`src/rtl/alu_pkg.sv`:
```
`default_nettype none
// ============================================================================
//  Module      : alu_pkg
//  Description : Shared types and constants for the iterative ALU: the 3-bit
//                operation codes, the branch opcodes that change how the zero
//                flag is evaluated, the controller states and the default
//                difference-shift overflow value.
//  Revision    : 1.0 - initial release
// ============================================================================
package alu_pkg;

    typedef enum logic [2:0] {
        ALU_AND = 3'b000,
        ALU_OR  = 3'b001,
        ALU_ADD = 3'b010,
        ALU_SLT = 3'b011,
        ALU_DSH = 3'b100,
        ALU_MUL = 3'b101,
        ALU_DIV = 3'b110,
        ALU_SRL = 3'b111
    } alu_op_e;

    localparam logic [5:0] OP_BGE = 6'b100110;
    localparam logic [5:0] OP_BLT = 6'b000001;
    localparam logic [5:0] OP_BNE = 6'b000101;

    typedef enum logic [1:0] {
        IDLE = 2'd0,
        RUN  = 2'd1,
        DONE = 2'd2
    } alu_state_e;

    localparam logic [31:0] DEFAULT_SENTINEL = 32'hc0debabe;

endpackage
`default_nettype wire

```
`src/rtl/iter_alu_if.sv`:
```
`default_nettype none
// ============================================================================
//  Module      : iter_alu_if
//  Description : Request/response bundle between the execute-stage controller
//                (master) and the iterative ALU (slave).
//                Request : start, a, b, d, alucontrol, opcode, shamt
//                Response: busy, done, result, hi, zero
//  Revision    : 1.0 - initial release
// ============================================================================
interface iter_alu_if #(
    parameter int WIDTH = 32,
    parameter int CW    = $clog2(WIDTH + 1)
);
    logic             start;
    logic [WIDTH-1:0] a;
    logic [WIDTH-1:0] b;
    logic [WIDTH-1:0] d;
    logic [3:0]       alucontrol;
    logic [5:0]       opcode;
    logic [CW-1:0]    shamt;
    logic             busy;
    logic             done;
    logic [WIDTH-1:0] result;
    logic [WIDTH-1:0] hi;
    logic             zero;

    modport master (
        output start, a, b, d, alucontrol, opcode, shamt,
        input  busy, done, result, hi, zero
    );

    modport slave (
        input  start, a, b, d, alucontrol, opcode, shamt,
        output busy, done, result, hi, zero
    );
endinterface
`default_nettype wire

```
`src/rtl/iter_muldiv.sv`:
```
`default_nettype none
// ============================================================================
//  Module      : iter_muldiv
//  Description : One-bit-per-step unsigned shift-add multiplier and restoring
//                divider sharing one {hi,lo} register pair. The parent FSM
//                owns the iteration count and pulses i_load / i_step.
//                Ports: clk, rst (async, active-high), i_load, i_step,
//                i_mode (0 = multiply, 1 = divide), i_a, i_b,
//                o_lo_next / o_hi_next (register values after this step).
//  Revision    : 1.0 - initial release
// ============================================================================
module iter_muldiv #(
    parameter int WIDTH = 32
) (
    input  wire logic             clk,
    input  wire logic             rst,
    input  wire logic             i_load,
    input  wire logic             i_step,
    input  wire logic             i_mode,
    input  wire logic [WIDTH-1:0] i_a,
    input  wire logic [WIDTH-1:0] i_b,
    output logic      [WIDTH-1:0] o_lo_next,
    output logic      [WIDTH-1:0] o_hi_next
);

    logic [WIDTH-1:0] r_lo;
    logic [WIDTH-1:0] r_hi;
    logic [WIDTH-1:0] r_opb;
    logic             r_mode;

    logic [WIDTH:0]   w_add;
    logic [WIDTH:0]   w_shl;
    logic [WIDTH:0]   w_trial;

    // Multiply: lo holds the unconsumed multiplier bits, hi the partial
    // product; each step adds b when the low bit is set and shifts right.
    // Divide: lo holds the dividend bits and collects quotient bits, hi is
    // the partial remainder. The trial subtraction borrows (bit WIDTH set)
    // exactly when the shifted remainder is below the divisor. With b == 0
    // the trial never borrows, giving an all-ones quotient and remainder a.
    always_comb begin
        o_lo_next = r_lo;
        o_hi_next = r_hi;
        w_add     = '0;
        w_shl     = '0;
        w_trial   = '0;
        if (!r_mode) begin
            w_add = {1'b0, r_hi} + (r_lo[0] ? {1'b0, r_opb} : '0);
            {o_hi_next, o_lo_next} = {w_add, r_lo[WIDTH-1:1]};
        end else begin
            w_shl   = {r_hi, r_lo[WIDTH-1]};
            w_trial = w_shl - {1'b0, r_opb};
            if (!w_trial[WIDTH]) begin
                o_hi_next = w_trial[WIDTH-1:0];
                o_lo_next = {r_lo[WIDTH-2:0], 1'b1};
            end else begin
                o_hi_next = w_shl[WIDTH-1:0];
                o_lo_next = {r_lo[WIDTH-2:0], 1'b0};
            end
        end
    end

    always_ff @(posedge clk or posedge rst) begin
        if (rst) begin
            r_lo   <= '0;
            r_hi   <= '0;
            r_opb  <= '0;
            r_mode <= 1'b0;
        end else if (i_load) begin
            r_lo   <= i_a;
            r_hi   <= '0;
            r_opb  <= i_b;
            r_mode <= i_mode;
        end else if (i_step) begin
            r_lo   <= o_lo_next;
            r_hi   <= o_hi_next;
        end
    end

endmodule
`default_nettype wire

```
`src/rtl/iter_alu.sv`:
```
`default_nettype none
// ============================================================================
//  Module      : iter_alu
//  Description : Handshaked execute-stage ALU. Logic, add/sub, slt, srl and
//                difference-shift finish one cycle after acceptance; unsigned
//                multiply/divide iterate WIDTH cycles in iter_muldiv.
//                Ports: clk, reset (async, active-high),
//                bus (iter_alu_if.slave): start/a/b/d/alucontrol/opcode/shamt
//                in; busy/done/result/hi/zero out.
//  Revision    : 1.0 - initial release
// ============================================================================
module iter_alu
    import alu_pkg::*;
#(
    parameter int          WIDTH    = 32,
    parameter logic [31:0] SENTINEL = DEFAULT_SENTINEL,
    parameter int          CW       = $clog2(WIDTH + 1)
) (
    input  wire logic  clk,
    input  wire logic  reset,
    iter_alu_if.slave  bus
);

    localparam logic [WIDTH-1:0] c_width_val = WIDTH'(WIDTH);
    localparam logic [WIDTH-1:0] c_sentinel  = WIDTH'(SENTINEL);
    localparam logic [CW-1:0]    c_last      = CW'(WIDTH - 1);

    alu_state_e       r_state;
    alu_state_e       w_state_next;
    logic [CW-1:0]    r_count;
    logic [5:0]       r_opcode;
    logic [WIDTH-1:0] r_result;
    logic [WIDTH-1:0] r_hi;
    logic             r_zero;

    alu_op_e          w_op;
    logic             w_is_md;
    logic             w_div;
    logic             w_accept;
    logic             w_load;
    logic             w_step;
    logic             w_last;
    logic [WIDTH-1:0] w_bsel;
    logic [WIDTH-1:0] w_sum;
    logic [WIDTH-1:0] w_diff;
    logic [WIDTH-1:0] w_single;
    logic [WIDTH-1:0] w_md_lo_next;
    logic [WIDTH-1:0] w_md_hi_next;

    function automatic logic zero_of(input logic [WIDTH-1:0] v, input logic [5:0] opc);
        case (opc)
            OP_BGE:  return ~v[WIDTH-1];
            OP_BLT:  return v[WIDTH-1];
            OP_BNE:  return |v;
            default: return ~|v;
        endcase
    endfunction

    assign w_op    = alu_op_e'(bus.alucontrol[2:0]);
    assign w_is_md = (w_op == ALU_MUL) || (w_op == ALU_DIV);
    assign w_div   = (w_op == ALU_DIV);

    // Single-cycle datapath, evaluated on the live inputs so the accepting
    // edge captures the finished value directly.
    always_comb begin
        w_bsel   = bus.alucontrol[3] ? ~bus.b : bus.b;
        w_sum    = bus.a + w_bsel + {{(WIDTH-1){1'b0}}, bus.alucontrol[3]};
        w_diff   = bus.a + ~bus.b + {{(WIDTH-1){1'b0}}, bus.alucontrol[3]};
        w_single = '0;
        case (w_op)
            ALU_AND: w_single = bus.a & bus.b;
            ALU_OR:  w_single = bus.a | bus.b;
            ALU_ADD: w_single = w_sum;
            ALU_SLT: w_single = {{(WIDTH-1){1'b0}}, w_sum[WIDTH-1]};
            // A shift of exactly WIDTH already yields zero; only larger
            // differences are flagged with the sentinel.
            ALU_DSH: w_single = (w_diff > c_width_val) ? c_sentinel : (bus.d << w_diff);
            ALU_SRL: w_single = bus.b >> bus.shamt;
            default: w_single = '0;
        endcase
    end

    always_ff @(posedge clk or posedge reset) begin
        if (reset) begin
            r_state <= IDLE;
        end else begin
            r_state <= w_state_next;
        end
    end

    always_comb begin
        w_state_next = r_state;
        w_accept     = 1'b0;
        w_load       = 1'b0;
        w_step       = 1'b0;
        w_last       = 1'b0;
        case (r_state)
            IDLE, DONE: begin
                if (bus.start) begin
                    w_accept = 1'b1;
                    if (w_is_md) begin
                        w_load       = 1'b1;
                        w_state_next = RUN;
                    end else begin
                        w_state_next = DONE;
                    end
                end else begin
                    w_state_next = IDLE;
                end
            end
            RUN: begin
                w_step = 1'b1;
                if (r_count == c_last) begin
                    w_last       = 1'b1;
                    w_state_next = DONE;
                end
            end
            default: w_state_next = IDLE;
        endcase
    end

    // Outputs update only on a single-cycle accept or on the final
    // iteration, so they hold through IDLE until the next accept.
    always_ff @(posedge clk or posedge reset) begin
        if (reset) begin
            r_count  <= '0;
            r_opcode <= '0;
            r_result <= '0;
            r_hi     <= '0;
            r_zero   <= 1'b0;
        end else begin
            if (w_load) begin
                r_count <= '0;
            end else if (w_step) begin
                r_count <= r_count + CW'(1);
            end
            if (w_accept) begin
                r_opcode <= bus.opcode;
            end
            if (w_accept && !w_is_md) begin
                r_result <= w_single;
                r_hi     <= '0;
                r_zero   <= zero_of(w_single, bus.opcode);
            end else if (w_last) begin
                r_result <= w_md_lo_next;
                r_hi     <= w_md_hi_next;
                r_zero   <= zero_of(w_md_lo_next, r_opcode);
            end
        end
    end

    iter_muldiv #(
        .WIDTH (WIDTH)
    ) u_muldiv (
        .clk       (clk),
        .rst       (reset),
        .i_load    (w_load),
        .i_step    (w_step),
        .i_mode    (w_div),
        .i_a       (bus.a),
        .i_b       (bus.b),
        .o_lo_next (w_md_lo_next),
        .o_hi_next (w_md_hi_next)
    );

    assign bus.busy   = (r_state == RUN);
    assign bus.done   = (r_state == DONE);
    assign bus.result = r_result;
    assign bus.hi     = r_hi;
    assign bus.zero   = r_zero;

endmodule
`default_nettype wire

```
`src/flat_wrapper.sv`:
```
// flat-port wrapper written by rule: the top's interface ports become plain ports
module iter_alu_flat import alu_pkg::*;
#(
    parameter int          WIDTH    = 32,
    parameter logic [31:0] SENTINEL = DEFAULT_SENTINEL,
    parameter int          CW       = $clog2(WIDTH + 1)
)
  (clk, reset, bus_start, bus_a, bus_b, bus_d, bus_alucontrol, bus_opcode, bus_shamt, bus_busy, bus_done, bus_result, bus_hi, bus_zero);
  iter_alu_if #(.WIDTH(WIDTH), .CW(CW)) bus_i ();
  input  wire logic clk;
  input  wire logic reset;
  input wire logic [$bits(bus_i.start)-1:0] bus_start;
  input wire logic [$bits(bus_i.a)-1:0] bus_a;
  input wire logic [$bits(bus_i.b)-1:0] bus_b;
  input wire logic [$bits(bus_i.d)-1:0] bus_d;
  input wire logic [$bits(bus_i.alucontrol)-1:0] bus_alucontrol;
  input wire logic [$bits(bus_i.opcode)-1:0] bus_opcode;
  input wire logic [$bits(bus_i.shamt)-1:0] bus_shamt;
  output wire logic [$bits(bus_i.busy)-1:0] bus_busy;
  output wire logic [$bits(bus_i.done)-1:0] bus_done;
  output wire logic [$bits(bus_i.result)-1:0] bus_result;
  output wire logic [$bits(bus_i.hi)-1:0] bus_hi;
  output wire logic [$bits(bus_i.zero)-1:0] bus_zero;
  assign bus_i.start = bus_start;
  assign bus_i.a = bus_a;
  assign bus_i.b = bus_b;
  assign bus_i.d = bus_d;
  assign bus_i.alucontrol = bus_alucontrol;
  assign bus_i.opcode = bus_opcode;
  assign bus_i.shamt = bus_shamt;
  assign bus_busy = bus_i.busy;
  assign bus_done = bus_i.done;
  assign bus_result = bus_i.result;
  assign bus_hi = bus_i.hi;
  assign bus_zero = bus_i.zero;
  iter_alu #(.WIDTH(WIDTH), .SENTINEL(SENTINEL), .CW(CW)) u_core (.clk(clk), .reset(reset), .bus(bus_i));
endmodule
```
`config.mk`:
```
export PLATFORM = sky130hd
export DESIGN_NAME = iter_alu_flat
export DESIGN_NICKNAME = d
export VERILOG_FILES = /design/src/rtl/alu_pkg.sv /design/src/rtl/iter_alu_if.sv /design/src/rtl/iter_muldiv.sv /design/src/rtl/iter_alu.sv /design/src/flat_wrapper.sv
export SDC_FILE = /design/constraint.sdc
export NUM_CORES = 1
export LEC_CHECK = 0
export CAP_MARGIN = 20
export CORE_MARGIN = 2
export CORE_UTILIZATION = 56
export CTS_BUF_LIST = sky130_fd_sc_hd__clkbuf_8
export DETAILED_ROUTE_END_ITERATION = 10
export HOLD_SLACK_MARGIN = 0.1
export PLACE_DENSITY_LB_ADDON = 0.15
export SKIP_CTS_REPAIR_TIMING = 1
export SLEW_MARGIN = 40
export SYNTH_ARGS = -nofsm -noshare
export SYNTH_HDL_FRONTEND = slang
export SYNTH_SLANG_ARGS = --single-unit
```
`constraint.sdc`:
```
create_clock -name clk -period 5.5 [get_ports clk]
set_input_delay 1.1 -clock clk [delete_from_list [all_inputs] [get_ports clk]]
set_output_delay 1.1 -clock clk [all_outputs]
set_load 0.02 [all_outputs]
```
After elaboration in Yosys (flattened, before gate mapping). Index checks and enable logic that the tools add are counted.

Register bits after elaboration: 176. Output and inout bits: 67.

$add $sub $neg: 7. Order comparisons: 1. Equal/unequal tests: 17. Shifts and indexed selects: 2. Multiplexer cells: 34. Bitwise gates (word level): 5. Reductions and logical operators: 12.

Operators with widths (count): 32-bit two-way mux (14); 32-bit one-hot mux with 6 select lines (1); 32-bit by 1-bit adder with 32-bit output (2); 32-bit adder (2); 32-bit OR reduction (2); 32-bit by 32-bit adder with 33-bit output (1); 33-bit by 32-bit subtractor with 33-bit output (1); 32-bit bitwise AND (1); 32-bit by 6-bit greater-than comparator with 1-bit output, second input constant (1); 32-bit NOT (1); 32-bit OR (1); 32-bit by 32-bit left shift with 32-bit output (1); 32-bit by 6-bit >> shifter with 32-bit output (1); 3-bit == test, second input constant (4); 6-bit by 1-bit == test with 1-bit output, second input constant (2); 6-bit by 3-bit == test with 1-bit output, second input constant (2); 6-bit == test, second input constant (2); 6-bit two-way mux (2); 1-bit two-way mux (11); 6-bit by 1-bit adder with 6-bit output, second input constant (1); 3-bit by 2-bit == test with 1-bit output, second input constant (2); 6-bit by 5-bit == test with 1-bit output, second input constant (1); 2-bit two-way mux (3); 1-bit one-hot mux with 3 select lines (2); 13 further kinds (17).

Logic depth before layout (Yosys ltp).
Depth in word-level cells: 10. Gate-level depth with buffers: 21. Gate-level depth less buffers: 19.

Modules after synthesis. From an unflattened synthesis, not the netlist that was laid out.

Cells, all modules: 2764. Area total of the unflattened synthesis: 22217.6 um2.

Modules (own cells, without submodules): iter_alu (instances 1, cells each 1699, area an instance 13402.9 um2, seq. area each 1976.9 um2); iter_muldiv (instances 1, cells each 1065, area an instance 8814.7 um2, seq. area each 2427.3 um2).

Worst setup path before layout. OpenSTA, ideal clock, no wires.

Path type: input to register. From: input bus_b[0]. To: register u_core.r_zero, in the netlist u_core.bus.zero. Arrival: 5.340 ns. Required time: 5.373 ns. Setup slack: 0.033 ns. Stages on the path: 20. Buffers on the path: 1. Cell sequence: inv_1 > fa_1 > inv_1 > fa_1 > o21bai_2 > a2111oi_4 > nor3_2 > nor2_1 > mux2_1 > or4_4 > nor4_4 > a31oi_2 > buf_6 > nor4_4 > nand4_1 > nor4_1 > and4_1 > nand4bb_1 > a311oi_1 > o21ai_1.

Cells in the longest elaborated chain, start to end: 10.

Ends and longest elaborated chain: start, declared (line flat_wrapper.sv:14) `input wire logic [$bits(bus_i.b)-1:0] bus_b;`; 32-bit NOT (line iter_alu.sv:66, iter_alu.sv:68); 32-bit adder (line iter_alu.sv:68) `w_diff = bus.a + ~bus.b + {{(WIDTH-1){1'b0}}, bus.alucontrol[3]};`; 32-bit by 1-bit adder with 32-bit output (line iter_alu.sv:68); 32-bit by 6-bit greater-than comparator with 1-bit output or 32-bit by 32-bit left shift with 32-bit output (tied branches) (line iter_alu.sv:77) `ALU_DSH: w_single = (w_diff > c_width_val) ? c_sentinel : (bus.d << w_diff);`; 32-bit two-way mux (line iter_alu.sv:77); 32-bit one-hot mux with 6 select lines * (line iter_alu.sv:70) `case (w_op)`; 32-bit OR reduction (line iter_alu.sv:54, iter_alu.sv:55); 1-bit logical NOT (line iter_alu.sv:55) `default: return ~|v;`; 1-bit one-hot mux with 3 select lines * (line iter_alu.sv:51) `case (opc)`; 1-bit two-way mux * (line iter_alu.sv:140) `if (w_accept && !w_is_md) begin`; end signal, assigned (line iter_alu.sv:143) `r_zero <= zero_of(w_single, bus.opcode);`; end signal, assigned (line iter_alu.sv:147) `r_zero <= zero_of(w_md_lo_next, r_opcode);`; end, declared (line iter_alu.sv:34) `logic r_zero;`.

Mark *: on every way between the ends. The rest lies on a longest branch, timed or not. A chain may end at the register's enable or synchronous reset.

Worst setup path in the final report.
From: input bus_b[31]. To: register u_core.r_zero, in the netlist u_core.bus.zero.

Same word-level chain as after synthesis.

==> results_dict.tcl <==
set metrics [dict create \
    power.leakage_nw 13.2 \
    multi_input_area_um2 16200 \
    clockBufferDepth 2 \
    status "complete, no violations" \
    clk_pin_slew_ns 0.11 \
    cts_buffers 17 \
    rows 71 \
    io_buffers 181 \
    fin_crit_sh_pct 98.7 \
    io_pins 182 \
    critPathCaptureType "register" \
    ys_dominant_reg_cell "dfrtp_1" \
    syn2layout_area_growth_pct 33.2 \
    cts_max_level 4 \
    die_height_um 198 \
    initial_core_util_pct 56.4 \
    cts_tree "built" \
    p_comb_share_pct 68.9 \
    cts-root-buf "clkbuf_8" \
    slew_headroom_pct 44.0 \
    crit_slowest_cell "or4_4" \
    drv_cap 0 \
    rsz0062_at_grt "yes" \
    avgViaCountPerCell 6.73 \
    final_cell_mix "buf_4, nand2_1, o21ai_0, ha_1, dfrtp_1" \
    grt.overflow.total 0 \
    whs_ns 0.492 \
    cp_slowest_stage_delay_ns 0.58 \
    synthArstFlopShare_pct 100 \
    synthCells 2668 \
    power_density_nw_per_um2 371 \
    share_seq_of_total_power_pct 21.1 \
    worstPathCellList "clkdlybuf4s50_1 > inv_1 > ha_1 > nor2_1 > o21ai_0 > buf_4 > nand4_1 > a2111oi_2 > nand4_1 > or4_4 > nor4_4 > buf_6 > buf_4 > and3_4 > buf_8 > a32oi_4 > and3_4 > and4_1 > and4_1 > nand4bb_1 > a311oi_2 > o21ai_1" \
    grt_first_pass_wirelength_um 141000 \
    path_buf_inv 6 \
    ys_seq_area_share_pct 20.9 \
    design.core.area_um2 37400 \
    final_antenna_net_count 0 \
    p_sw_mw 5.18 \
    critPathMaxFanout 5 \
    start_kind "primary input" \
    netlist_area_um2 21100 \
    final_hold_viol_count 0 \
    final_common_cell "buf_4" \
    worstSetupPathType "primary input to register" \
    routedWlPerCell_um 25.1 \
    final_nets 3551 \
    vias 25400 \
    grt_use_total_pct 47.1 \
    postSynthAreaPerCell_um2 7.91 \
    hold_path.class "register to register" \
    dieWidth_um 198 \
    setup_viol 0 \
    final_core_util_pct 75.2 \
    ir_drop_mv 0.254 \
    slew_violations 0 \
    dr.pass1.iters 8 \
    arrival_ns 5.89 \
    finalCriticalPeriod_ns 5.43 \
    nFillCells 2646 \
    grt_max_degree 112 \
    yosysTopAreaCell "dfrtp_1" \
    p_int_mw 5.24 \
    dpl.hpwl_um 74100 \
    yosys_warnings 0 \
    p_clk_share_pct 10.0 \
    path_delay_family "simple AND/OR/NAND/NOR gates" \
    drive_above_1_share_pct 23.3 \
    routed_wl_um 94400 \
    synth_area_leaders "dfrtp_1, ha_1, mux2i_1, nand2_1, o21ai_0" \
    worstPathRequired_ns 5.96 \
    regArea_um2 4410 \
    globalplace.congestion 1.14 \
    fmaxAchievable_ghz 0.184 \
    drt_iter0_drc 2952 \
    switching_share_pct 49.7 \
    worst_pin_slew_ns 0.838 \
    cts_sinks 176 \
    power_mw 10.4 \
    grt_pass1_vias 24400 \
    synth_cell_types 97 \
    ys_ff_latch 176 \
    clock_latency_ns 0.53 \
    antenna_found_initial 3 \
    drcViolationCount 0 \
    fin_skew_ns 0.0193 \
    synth.top_cell.area_share_pct 20.9 \
    syn_nets 2977 \
    synth-edff-count 0 \
    die_area_um2 39300 \
]
[layer usage]
metal	global-route usage [%]	wire, um	part of all wire (%)
met5	0	11	0.012
met4	29.4	7170	7.6
met3	12.5	11200	12
met2	73.5	41200	44
met1	58.0	34800	37
[path summary, 6_finish.rpt]
kind | from | to | slack, ns | cells past startpoint
max in group asynchronous | reset | u_core.u_muldiv.r_hi[18]$_DFFE_PP0P_ | 3.57 | 4
min in group asynchronous | reset | u_core.u_muldiv.r_hi[28]$_DFFE_PP0P_ | 1.02 | 3
hold reg to reg | u_core.bus.hi[5]$_DFFE_PP0P_ | u_core.bus.hi[5]$_DFFE_PP0P_ | 0.49 | 2
setup / recovery | bus_b[31] | u_core.bus.zero$_DFFE_PP0P_ | 0.07 | 22
setup reg to reg | u_core.u_muldiv.r_lo[31]$_DFFE_PP0P_ | u_core.u_muldiv.r_hi[11]$_DFFE_PP0P_ | 0.28 | 19
hold / removal | u_core.bus.hi[5]$_DFFE_PP0P_ | u_core.bus.hi[5]$_DFFE_PP0P_ | 0.49 | 2
[kinds of logic (layout without fill, tap and decap cells)]
group | Yosys count | after routing | synth area share (%)
mux | 206 | 206 | 12.0
flops | 176 | 176 | 20.9
buf+inv | 293 | 879 | 5.35
simple gates | 904 | 904 | 21.0
other cells | 0 | 2 | 0
xor+xnor | 112 | 112 | 4.65
compound gates | 783 | 784 | 24.5
fa+ha+maj | 194 | 194 | 11.7
[cell usage after synthesis (10+ instances only)]
| library cell | count |
|---|---|
| mux4_2 | 34 |
| a211o_1 | 21 |
| nand3_1 | 80 |
| inv_1 | 136 |
| o211ai_1 | 30 |
| nand2b_1 | 30 |
| nor2_1 | 179 |
| clkbuf_1 | 122 |
| mux2_2 | 26 |
| and2_1 | 49 |
| nand2_1 | 301 |
| nor4_1 | 30 |
| o31ai_1 | 19 |
| o22ai_1 | 12 |
| nor3_1 | 57 |
| and3_1 | 17 |
| o21bai_1 | 10 |
| nor2b_1 | 40 |
| or3_1 | 21 |
| o22a_1 | 10 |
| mux2i_1 | 144 |
| o21a_1 | 17 |
| dfrtp_1 | 176 |
| or2_2 | 15 |
| xnor2_1 | 45 |
| a21o_1 | 36 |
| ha_1 | 189 |
| a221oi_1 | 13 |
| buf_2 | 11 |
| a31oi_1 | 31 |
| a21oi_1 | 157 |
| a211oi_1 | 39 |
| buf_1 | 19 |
| o221ai_1 | 68 |
| nand4_1 | 31 |
| xor2_1 | 67 |
| o21ai_0 | 224 |
[sequential cells by signal, summed over array words and instances (netlist names)]
name,count
u_core.bus.hi,32
u_core.bus.result,32
u_core.bus.zero,1
u_core.r_count,6
u_core.r_opcode,6
u_core.r_state,2
u_core.u_muldiv.r_hi,32
u_core.u_muldiv.r_lo,32
u_core.u_muldiv.r_mode,1
u_core.u_muldiv.r_opb,32
[per-stage QoR]
stage	setup TNS [ns]	area [um^2]	setup WS [ns]	std cells
6_report	0	28100	0.0714	3768
5_1_grt	-0.0887	28100	-0.0887	3766
4_1_cts	-0.480	27500	-0.480	3755
3_5_place_dp	-9.16	27000	-1.04	3723
3_3_place_gp	-5.37	27000	-0.911	3722
2_1_floorplan	0	21100	0.0327	2668
[cell type report]
class / instances / area share (%)
Antenna cell: 2 / 0.0178
Sequential cell: 176 / 15.7
Timing Repair Buffer: 709 / 21.0
Clock buffer: 18 / 0.881
Tap cell: 511 / 2.27
Clock inverter: 14 / 0.717
Inverter: 138 / 1.86
Multi-Input combinational cell: 2200 / 57.6
[worst register-to-register path, delay by kind of cell (launching register included)]
kind / cells / cell delay (ns)
AND/OR/NAND/NOR: 1 / 0.11
XOR/XNOR: 1 / 0.27
buffers and inverters: 3 / 0.45
multiplexers: 1 / 0.29
AO/OA/AOI/OAI: 11 / 2.82
adder cells (fa/ha/maj): 2 / 0.60
flip-flops: 1 / 0.51
[power by group through the flow]
stage	registers, mW	clock network [mW]	logic [mW]
floorplan	2.09	0	4.31
global placement	2.13	0	6.40
detailed placement	2.15	0	6.70
CTS	2.14	1.03	6.78
global route	2.22	1.09	7.65
finish	2.19	1.05	7.18
Power figures use the tool's default switching activity.
